==> src/rtl/window_buffer_kxk.sv <==
// window_buffer_kxk: K x K sliding-window former fed one column per beat, with
// row/column tracking and a registered valid/ready window output.
module window_buffer_kxk #(
  parameter int DATA_W = 8,
  parameter int K = 3,
  parameter int CNT_W = 10
) (
  input  logic                    clk,
  input  logic                    rst,
  input  logic                    clear_i,
  input  logic [CNT_W-1:0]        img_w_i,
  input  logic [CNT_W-1:0]        img_h_i,
  input  logic [K*DATA_W-1:0]     col_i,
  input  logic                    valid_i,
  output logic                    ready_o,
  output logic [K*K*DATA_W-1:0]   window_o,
  output logic [CNT_W-1:0]        x_o,
  output logic [CNT_W-1:0]        y_o,
  output logic                    valid_o,
  input  logic                    ready_i,
  output logic                    eol_o,
  output logic                    eof_o
);
  localparam logic [CNT_W-1:0] KM1 = CNT_W'(K - 1);
  localparam logic [CNT_W-1:0] HALF = CNT_W'((K - 1) / 2);
  localparam logic [CNT_W-1:0] ONE = CNT_W'(1);
  logic [CNT_W-1:0] c, r, w_l, h_l, w_eff, h_eff;
  logic [K*K*DATA_W-1:0] win, win_nxt;
  logic acc, first, emit, eol, last_row;
  assign ready_o = (!valid_o || ready_i) && !clear_i;
  assign acc = valid_i && ready_o;
  // Dimensions take effect on the first beat of a frame, so use the live inputs there.
  assign first = (c == '0) && (r == '0);
  assign w_eff = first ? img_w_i : w_l;
  assign h_eff = first ? img_h_i : h_l;
  assign eol = c == w_eff - ONE;
  assign last_row = r == h_eff - ONE;
  assign emit = acc && (c >= KM1) && (r >= KM1);
  assign window_o = win;
  always_comb begin
    win_nxt = win;
    for (int j = 0; j < K; j++) begin
      for (int k = 0; k < K - 1; k++)
        win_nxt[(j*K+k)*DATA_W +: DATA_W] = win[(j*K+k+1)*DATA_W +: DATA_W];
      win_nxt[(j*K+K-1)*DATA_W +: DATA_W] = col_i[j*DATA_W +: DATA_W];
    end
  end
  always_ff @(posedge clk or posedge rst) begin
    if (rst) begin
      c <= '0;
      r <= '0;
      w_l <= '0;
      h_l <= '0;
      win <= '0;
      valid_o <= 1'b0;
      eol_o <= 1'b0;
      eof_o <= 1'b0;
      x_o <= '0;
      y_o <= '0;
    end else if (clear_i) begin
      c <= '0;
      r <= '0;
      w_l <= img_w_i;
      h_l <= img_h_i;
      win <= '0;
      valid_o <= 1'b0;
      eol_o <= 1'b0;
      eof_o <= 1'b0;
      x_o <= '0;
      y_o <= '0;
    end else begin
      if (acc) begin
        win <= win_nxt;
        w_l <= w_eff;
        h_l <= h_eff;
        c <= eol ? '0 : c + ONE;
        r <= eol ? (last_row ? '0 : r + ONE) : r;
      end
      if (emit) begin
        valid_o <= 1'b1;
        x_o <= c - HALF;
        y_o <= r - HALF;
        eol_o <= eol;
        eof_o <= eol && last_row;
      end else if (ready_i) begin
        valid_o <= 1'b0;
      end
    end
  end
endmodule

==> config.mk <==
export PLATFORM = sky130hd
export DESIGN_NAME = window_buffer_kxk
export DESIGN_NICKNAME = d
export VERILOG_FILES = /design/src/rtl/window_buffer_kxk.sv
export SDC_FILE = /design/constraint.sdc
export NUM_CORES = 1
export LEC_CHECK = 0
export BUFFER_PORTS_ARGS = -buffer_cell sky130_fd_sc_hd__clkbuf_2
export CORE_ASPECT_RATIO = 1.25
export CORE_MARGIN = 1
export CORE_UTILIZATION = 56
export DETAILED_ROUTE_END_ITERATION = 8
export PLACE_DENSITY = 0.78
export SLEW_MARGIN = 10
export SYNTH_ARGS = -nofsm -noshare
export SYNTH_HDL_FRONTEND = slang
export SYNTH_SLANG_ARGS = --single-unit
==> constraint.sdc <==
create_clock -name clk -period 6 [get_ports clk]
set_input_delay 1.2 -clock clk [delete_from_list [all_inputs] [get_ports clk]]
set_output_delay 1.2 -clock clk [all_outputs]
set_load 0.02 [all_outputs]
==> results_dict.tcl <==
set metrics [dict create \
    status "complete, no violations" \
    antenna_found_initial 0 \
    ys_seq_elements 135 \
    yosys.area.top_type "dfrtp_1" \
    cts_buffers 17 \
    synth.top_cells.by_area "dfrtp_1 45%, nand3b_1 9.5%, nand2_1 8.7%" \
    synth-simple-area-share 0.295 \
    ys.flop_type "dfrtp_1" \
    holdBufCountCts 0 \
    cts_resized 0 \
    multi_input_area_um2 3810 \
    max_stage_delay_ns 0.60 \
    synth_edf_count 0 \
    crit_top_cell "o31ai_1" \
    cp_num_buf_inv 0 \
    regArea_um2 3380 \
    fp-row-count 46 \
    end_kind "flip-flop" \
    post-route-period-util 0.875 \
    crit_type "flip-flop to flip-flop" \
    critPathTopFamily "simple AND/OR/NAND/NOR gates" \
    start_util 0.583 \
    first_pass_iters 6 \
    synth_top_area_share 0.451 \
    htree_levels 4 \
    clk_path_buf_depth 2 \
    dieArea_um2 13800 \
    cts_root_buf "clkbuf_16" \
    setup_viol 0 \
    worstPathRequired_ns 6.29 \
    vdd_drop_max_mv 0.192 \
    power.density_nw_per_um2 298 \
    finalNonFillerCells 1105 \
    rsz0062_at_grt "false" \
    fmax_mhz 191 \
    synthArstFlopShare 1.00 \
    crit_arrival_ns 5.53 \
    final_util 0.688 \
    ys_warn_count 0 \
    ys_types 65 \
    hold_path_class "flip-flop to flip-flop" \
    synthToLayoutAreaGrowth_pct 18.0 \
    post-place-cells 1073 \
    cellLeakagePower_nw 4.40 \
    synth_xor_area_frac 0.0491 \
    drive_gt1_frac 0.242 \
    path_cells "or4_4 -> or3_1 -> nor2_4 -> mux2i_1 -> ha_1 -> nor2b_1 -> xor2_1 -> o31ai_1 -> a221oi_1 -> a2111oi_0 -> o211ai_1 -> nor4_4 -> a21oi_2 -> a32oi_1 -> o31ai_1" \
    wl_per_cell_um 17.6 \
    synth_top_family_by_area "simple AND/OR/NAND/NOR gates" \
    numPortBuffers 144 \
    ioPinCount 145 \
    syn_nets 870 \
    fillers 1046 \
    die_x_um 105 \
    antenna_left 0 \
    worstSetupStartpointType "flip-flop" \
    post_cts.repair.setup_buffers 0 \
    reg2reg_slack_ns 0.75 \
    grt_pass1_vias 6380 \
    clk_pin_slew_ns 0.06 \
    drtIter0Drc 417 \
    yosysMostFrequentCell "nand2_1" \
    grtUsageTotal 0.290 \
    tritoncts "built" \
    final-hold-violation-count 0 \
    synth_common_cells "173 x nand2_1, 135 x dfrtp_1, 95 x nand3b_1, 48 x clkbuf_1, 47 x o21ai_0" \
    final.setup.tns_ns 0 \
    routed_wl_um 19400 \
    tightest_slew_ns 0.862 \
    worstPathMaxFanout 16 \
    hold-worst-slack_ns 0.490 \
    grt_max_degree 110 \
    cpMaxStageDelayCell "or4_4" \
    synth_cells 812 \
    nets 982 \
    grt_overflow 0 \
    gp_congestion 0.913 \
    cts.sinks 135 \
    yosys.area_share.adder 0.0150 \
    maxSlewHeadroom 0.425 \
    min_period_ns 5.25 \
    drc 0 \
    maxCapViolCount 0 \
    ys_seq_area_frac 0.451 \
    finalClockSkew_ns 0.00994 \
    clock_latency_ns 0.42 \
    synth.avg_cell_area_um2 9.22 \
    synthMuxAreaShare 0.0468 \
    die_h_um 131 \
    grt_pass1_wl_um 31900 \
    post-dp-hpwl_um 13000 \
    maxSlewViolCount 0 \
    viasPerCell 5.86 \
    n_antenna_cell 0 \
    synth-compound-area-share 0.0998 \
    core_area_um2 12800 \
    vias 6474 \
    synth_area_um2 7490 \
]
==> sequential cells by signal, summed over array words and instances, names as in the netlist <==
register,count
x_o,10
r,10
y_o,10
window_o,72
h_l,10
eol_o,1
valid_o,1
c,10
w_l,10
eof_o,1
==> worst reg2reg max path, stage by stage (launching register included) <==
cell and delay (ns):
dfrtp_1 0.55, or4_4 0.60, or3_1 0.57, nor2_4 0.24, mux2i_1 0.29, ha_1 0.28
nor2b_1 0.35, xor2_1 0.12, o31ai_1 0.23, a221oi_1 0.11, a2111oi_0 0.38, o211ai_1 0.22
nor4_4 0.52, a21oi_2 0.28, a32oi_1 0.28, o31ai_1 0.10
==> stage by stage <==
stage	total power, mW	setup slack [ns]	instance area, µm²
2_1_floorplan	1.45	1.19	7490
3_3_place_gp	1.59	0.979	8250
3_5_place_dp	1.60	0.831	8250
4_1_cts	2.64	0.789	8840
5_1_grt	2.74	0.431	8840
6_report	2.64	0.753	8840
==> final cells by class <==
type / instances / area share
clock buffers: 19 / 0.0513
multi-input cells: 603 / 0.431
inverters: 13 / 0.00609
repair buffers: 154 / 0.0901
well taps: 168 / 0.0238
flip-flops and latches: 135 / 0.382
clock inverters: 13 / 0.0153
==> where the power goes <==
part | switching [mW] | total (mW) | internal (mW)
logic | 0.344 | 0.564 | 0.221
registers | 0.0606 | 1.03 | 0.966
clock network | 0.440 | 1.04 | 0.605
==> kinds of logic after synthesis <==
| kind of cell | after synthesis |
|---|---|
| simple gates | 408 |
| flops | 135 |
| compound gates | 112 |
| buf+inv | 74 |
| xor+xnor | 42 |
| mux | 32 |
| fa+ha+maj | 9 |
==> path summary, 6_finish.rpt <==
| kind | cells past startpoint | startpoint | endpoint |
|---|---|---|---|
| min in group asynchronous | 2 | rst | window_o[35] |
| worst min register to register | 2 | window_o[15] | window_o[7] |
| worst max register to register | 15 | c[3] | r[9] |
| max in group asynchronous | 3 | rst | window_o[10] |
| worst min-delay path | 2 | window_o[15] | window_o[7] |
| worst max-delay path | 15 | c[3] | r[9] |
==> layer usage <==
metal | wire length (µm) | vias up | global-route usage
met4 | 762 | 0 | 0.135
li1 | - | 3052 | -
met3 | 1020 | 63 | 0.0605
met1 | 7880 | 3128 | 0.348
met5 | 0 | - | 0
met2 | 9780 | 231 | 0.495
==> cell usage in the layout, fill, tap and decap left out, drive strengths merged, types with 11 or more instances in the layout <==
master    n
xor2     18
and3     11
nand2   174
mux2     24
nand3    17
o21ai    47
nand3b   95
nand2b   13
dfrtp   135
nor2     23
a21oi    11
nor4     14
xnor2    24
clkbuf  163
inv      19
nor3     19
Note: power is estimated with default switching activity, not from simulation.
